<file path="src/rtl/fetch_stage.sv">
// fetch_stage: RV32I IF stage owning the PC, single-outstanding fetch handshake and IF/ID register.
// Optional FETCH_MISALIGN_CHECK_EN adds a registered o_misalign flag for misaligned redirects.
module fetch_stage #(
  parameter logic [31:0] RESET_PC  = 32'h0000_0000,
  parameter logic [31:0] NOP_INSTR = 32'h0000_0013
) (
  input  logic        i_clk,
  input  logic        i_rst_n,
  input  logic        i_clk_en,
  input  logic        i_flush,
  input  logic [31:0] i_branch_target,
  output logic        o_instr_req,
  output logic [31:0] o_instr_addr,
  input  logic [31:0] i_instr_rdata,
  input  logic        i_instr_ready,
  output logic [31:0] o_if_pc,
  output logic [31:0] o_if_instr,
  output logic        o_if_valid
`ifdef FETCH_MISALIGN_CHECK_EN
  ,
  output logic        o_misalign
`endif
);
  typedef enum logic [1:0] {IDLE, REQ, HOLD} state_t;
  state_t      state;
  logic [31:0] pc, hold_pc, hold_instr;
  logic        xfer;
  assign xfer = o_instr_req && i_instr_ready;
  assign o_instr_addr = pc;
  always_ff @(posedge i_clk or negedge i_rst_n) begin
    if (!i_rst_n) begin
      state       <= IDLE;
      pc          <= RESET_PC;
      o_instr_req <= 1'b0;
      o_if_pc     <= RESET_PC;
      o_if_instr  <= NOP_INSTR;
      o_if_valid  <= 1'b0;
      hold_pc     <= RESET_PC;
      hold_instr  <= NOP_INSTR;
    end else if (i_flush) begin
      state       <= REQ;
      pc          <= i_branch_target & 32'hFFFF_FFFC;
      o_instr_req <= 1'b1;
      o_if_pc     <= pc;
      o_if_instr  <= NOP_INSTR;
      o_if_valid  <= 1'b0;
      hold_pc     <= RESET_PC;
      hold_instr  <= NOP_INSTR;
    end else begin
      case (state)
        IDLE: begin
          state       <= REQ;
          o_instr_req <= 1'b1;
        end
        REQ: begin
          if (xfer && i_clk_en) begin
            o_if_pc    <= pc;
            o_if_instr <= i_instr_rdata;
            o_if_valid <= 1'b1;
            pc         <= pc + 32'd4;
          end else if (xfer) begin
            // Data arrived while stalled: park it so the request can drop.
            hold_pc     <= pc;
            hold_instr  <= i_instr_rdata;
            state       <= HOLD;
            o_instr_req <= 1'b0;
          end else if (i_clk_en) begin
            o_if_pc    <= pc;
            o_if_instr <= NOP_INSTR;
            o_if_valid <= 1'b0;
          end
        end
        HOLD: begin
          if (i_clk_en) begin
            o_if_pc     <= hold_pc;
            o_if_instr  <= hold_instr;
            o_if_valid  <= 1'b1;
            pc          <= pc + 32'd4;
            state       <= REQ;
            o_instr_req <= 1'b1;
          end
        end
        default: begin
          state       <= IDLE;
          o_instr_req <= 1'b0;
        end
      endcase
    end
  end
`ifdef FETCH_MISALIGN_CHECK_EN
  always_ff @(posedge i_clk or negedge i_rst_n) begin
    if (!i_rst_n) o_misalign <= 1'b0;
    else o_misalign <= i_flush && (i_branch_target[1:0] != 2'b00);
  end
`endif
endmodule

</file>
<file path="config.mk">
export PLATFORM = sky130hd
export DESIGN_NAME = fetch_stage
export DESIGN_NICKNAME = d
export VERILOG_FILES = /design/src/rtl/fetch_stage.sv
export SDC_FILE = /design/constraint.sdc
export NUM_CORES = 1
export LEC_CHECK = 0
export CAP_MARGIN = 5
export CORE_UTILIZATION = 46
export CTS_CLUSTER_SIZE = 20
export DETAILED_ROUTE_END_ITERATION = 8
export GPL_ROUTABILITY_DRIVEN = 0
export PLACE_DENSITY = 0.77
export SLEW_MARGIN = 15
export SYNTH_ARGS = -nofsm -noshare
export SYNTH_HDL_FRONTEND = slang
export SYNTH_SLANG_ARGS = --single-unit
</file>
<file path="constraint.sdc">
create_clock -name i_clk -period 2.05 [get_ports i_clk]
set_clock_uncertainty 0.1 [all_clocks]
set_input_delay 0.205 -clock i_clk [delete_from_list [all_inputs] [get_ports i_clk]]
set_output_delay 0.205 -clock i_clk [all_outputs]
set_load 0.02 [all_outputs]
</file>
==> out/metrics.cfg, run 1 <==
[timing]
max_freq_ghz=0.5190
setup-violations-final=0
maxSlewViolCount=0
fin_crit_ns=1.927
rsz0062_at_grt=no
fin_crit_sh=0.9400
worstMarginPinSlew_ns=0.5692
hold_viol_final=0
slew_headroom=0.6206

[cells_and_area]
mostFrequentLayoutCells=210 x nand2_1, 160 x clkdlybuf4s50_1, 148 x dfrtp_1, 81 x o21ai_0, 71 x a21oi_1
stdcell_count=1218
multi_input_area_um2=3148
area_delta_synth_final_pct=39.63
nFillCells=1291
fin_area_um2=10330
layout_commonest_cell=nand2_1
regArea_um2=3993
final_nets=1063
final_layout_size_suffix_gt1_frac=0.1233

[clocking]
post_cts_buffers=0
clock_path_buffers=2
clock_latency_ns=0.42
cts_buffers=17
ctsResizeCount=0
root_buffer=clkbuf_16
htreeDepth=4
cts_sinks=159
cts_tree=built
clkTransAtPathRegs_ns=0.06

[grt]
grt_usage=0.2508
overflow=0
grt_pass1_vias=6510
antenna_found_initial=1
grt_max_degree=69
grt_pass1_wl_um=32530

[min_path]
hold_path.startpoint=i_flush
hold_class=in -> reg

[job]
max_cap_violations=0

[yosys]
synth_seq_cells=159
syn-instance-count=807
ys_types=53
synth_async_sr_flop_share=1.000
ys.flop_type=dfrtp_1
ys_warn_count=0
yosysSeqAreaShare=0.5389
synth-edff-count=0
synthesis.area_um2=7397
syn_area_per_cell_um2=9.166

[die]
die_h_um=128.8
die_w_um=128.8
pin_count=167
coreArea_um2=15430
start_util=0.4795
row_count=45
die_area_um2=16590

[critical_path]
path_buf_inv=1
crit_chain=nor2b_1 -> buf_4 -> o211ai_1 -> or4_1 -> a31oi_1
worstReg2RegStart=o_instr_req
max_stage_delay_ns=0.53
cp-start-kind=flop
crit_path_end_kind=flop
crit_fanout=10
arrival_ns=2.17
crit_family=simple AND/OR/NAND/NOR gates
required_ns=2.30
startpoint=o_instr_req
crit_slowest_cell=or4_1
crit_type=reg -> reg

[detailed_routing]
postRouteAntennaNets=0
vias_per_cell=5.525
drtIter0Drc=558
post-route-drc-count=0
wl_per_cell_um=16.46
num_vias=6729
wl_um=20040
dr.pass1.iters=6

[placement]
dpl.hpwl_um=13710
port_buffers=162
placed_area_um2=9692
dpl.cell_count=1184

[power_and_ir_drop]
cellPowerDensity_nw_per_um2=815.1
vdd_drop_max_mv=0.6016
power.leakage_uw=0.004153
power_uw=8419

[status]
outcome=complete, no violations

[power by group]
part           switching, uW  total, uW  internal, uW
sequential               161       3540          3380
clock                   1280       3290          2020
combinational            862       1580           719
total                   2300       8420          6120
[layer usage]
metal  routed length, um  track usage  up-vias
met2                9736       0.4076      231
met5                   0            0        -
met1                8821       0.3351     3258
met3                1254      0.05198       25
li1                    -            -     3215
met4                 232      0.08512        0
[path summary, 6_finish.rpt]
| path | end | slack [ns] | cells past startpoint |
|---|---|---|---|
| max | o_instr_addr[17] | 0.12 | 5 |
| min | hold_pc[15] | 0.09 | 2 |
| max reg2reg | o_instr_addr[17] | 0.12 | 5 |
| min reg2reg | o_if_instr[16] | 0.37 | 2 |
| max in group asynchronous | o_if_instr[0] | 0.94 | 3 |
| min in group asynchronous | hold_instr[3] | 0.19 | 2 |
[layout make-up]
| type | count | area share |
|---|---|---|
| Clock inverter | 12 | 0.01526 |
| Timing Repair Buffer | 230 | 0.2199 |
| Inverter | 7 | 0.002544 |
| Sequential cell | 159 | 0.3866 |
| Antenna cell | 1 | 0.0002423 |
| Clock buffer | 20 | 0.04518 |
| Multi-Input combinational cell | 578 | 0.3048 |
| Tap cell | 211 | 0.02556 |
[kinds of logic after synthesis]
| kind of cell | after synthesis | share of synthesized area |
|---|---|---|
| simple gates | 306 | 0.1852 |
| compound gates | 233 | 0.1859 |
| flops | 159 | 0.5389 |
| buf+inv | 71 | 0.04059 |
| mux | 27 | 0.03654 |
| xor+xnor | 9 | 0.01066 |
| fa+ha+maj | 1 | 0.001691 |
| other cells | 1 | 0.0005070 |
[cells in the mapped netlist, types with 3 or more instances]
| library cell | n | share of area |
|---|---|---|
| nand2b_1 | 3 | 0.0025 |
| buf_2 | 12 | 0.0081 |
| and3_1 | 4 | 0.0034 |
| buf_1 | 3 | 0.0015 |
| xnor2_1 | 4 | 0.0047 |
| mux2i_1 | 27 | 0.037 |
| o22ai_1 | 3 | 0.0025 |
| xor2_1 | 5 | 0.0059 |
| and4_1 | 3 | 0.0036 |
| inv_1 | 6 | 0.0030 |
| nand2_1 | 211 | 0.11 |
| buf_4 | 3 | 0.0030 |
| dfstp_2 | 6 | 0.021 |
| o31ai_1 | 10 | 0.010 |
| a21oi_1 | 72 | 0.049 |
| dfrtp_1 | 153 | 0.52 |
| nand4_1 | 8 | 0.0068 |
| o211ai_1 | 8 | 0.0081 |
| nor4_1 | 5 | 0.0042 |
| or3_1 | 3 | 0.0025 |
| a22oi_1 | 30 | 0.030 |
| clkbuf_1 | 45 | 0.023 |
| nor3_1 | 4 | 0.0027 |
| or4_1 | 12 | 0.012 |
| nor2_1 | 19 | 0.0096 |
| a31oi_1 | 13 | 0.011 |
| o21ai_0 | 81 | 0.055 |
| nand3_1 | 22 | 0.015 |
| a211oi_1 | 3 | 0.0030 |
[registers in the layout (all words and copies together) (netlist names)]
signal and count:
state 1, o_if_valid 1, o_if_pc 31, o_instr_req 1, hold_instr 32, o_instr_addr 30
hold_pc 31, o_if_instr 32
[per-stage QoR]
stage	util	worst slack [ns]	hold WS (ns)	setup TNS [ns]
after global placement	0.6282	-0.02340	0.07220	-0.03961
final	0.6695	0.1231	0.08925	0
after floorplan	-	0.0004347	-0.1906	0
after CTS	0.6693	0.09423	0.06854	0
after detailed placement	0.6282	-0.05697	0.06969	-0.1103
after global routing	0.6693	0.007956	0.08339	0
[timing repair]
action	4_1_cts	5_1_grt
hold buffers	1	0
setup endpoints to repair	0	3
endpoints found under the hold margin	42	0
[worst reg2reg max path, cell delays in order, from the launching register on]
cell and delay [ns]:
dfrtp_2 0.46, nor2b_1 0.18, buf_4 0.20, o211ai_1 0.22, or4_1 0.53, a31oi_1 0.17
Note: power is estimated with default switching activity, not from simulation.
==> run 2: changes to the inputs <==
CTS_CLUSTER_DIAMETER = 200   (was unset)
==> results of run 2 <==
The final DEF is identical to that of run 1; final timing and power are the same.
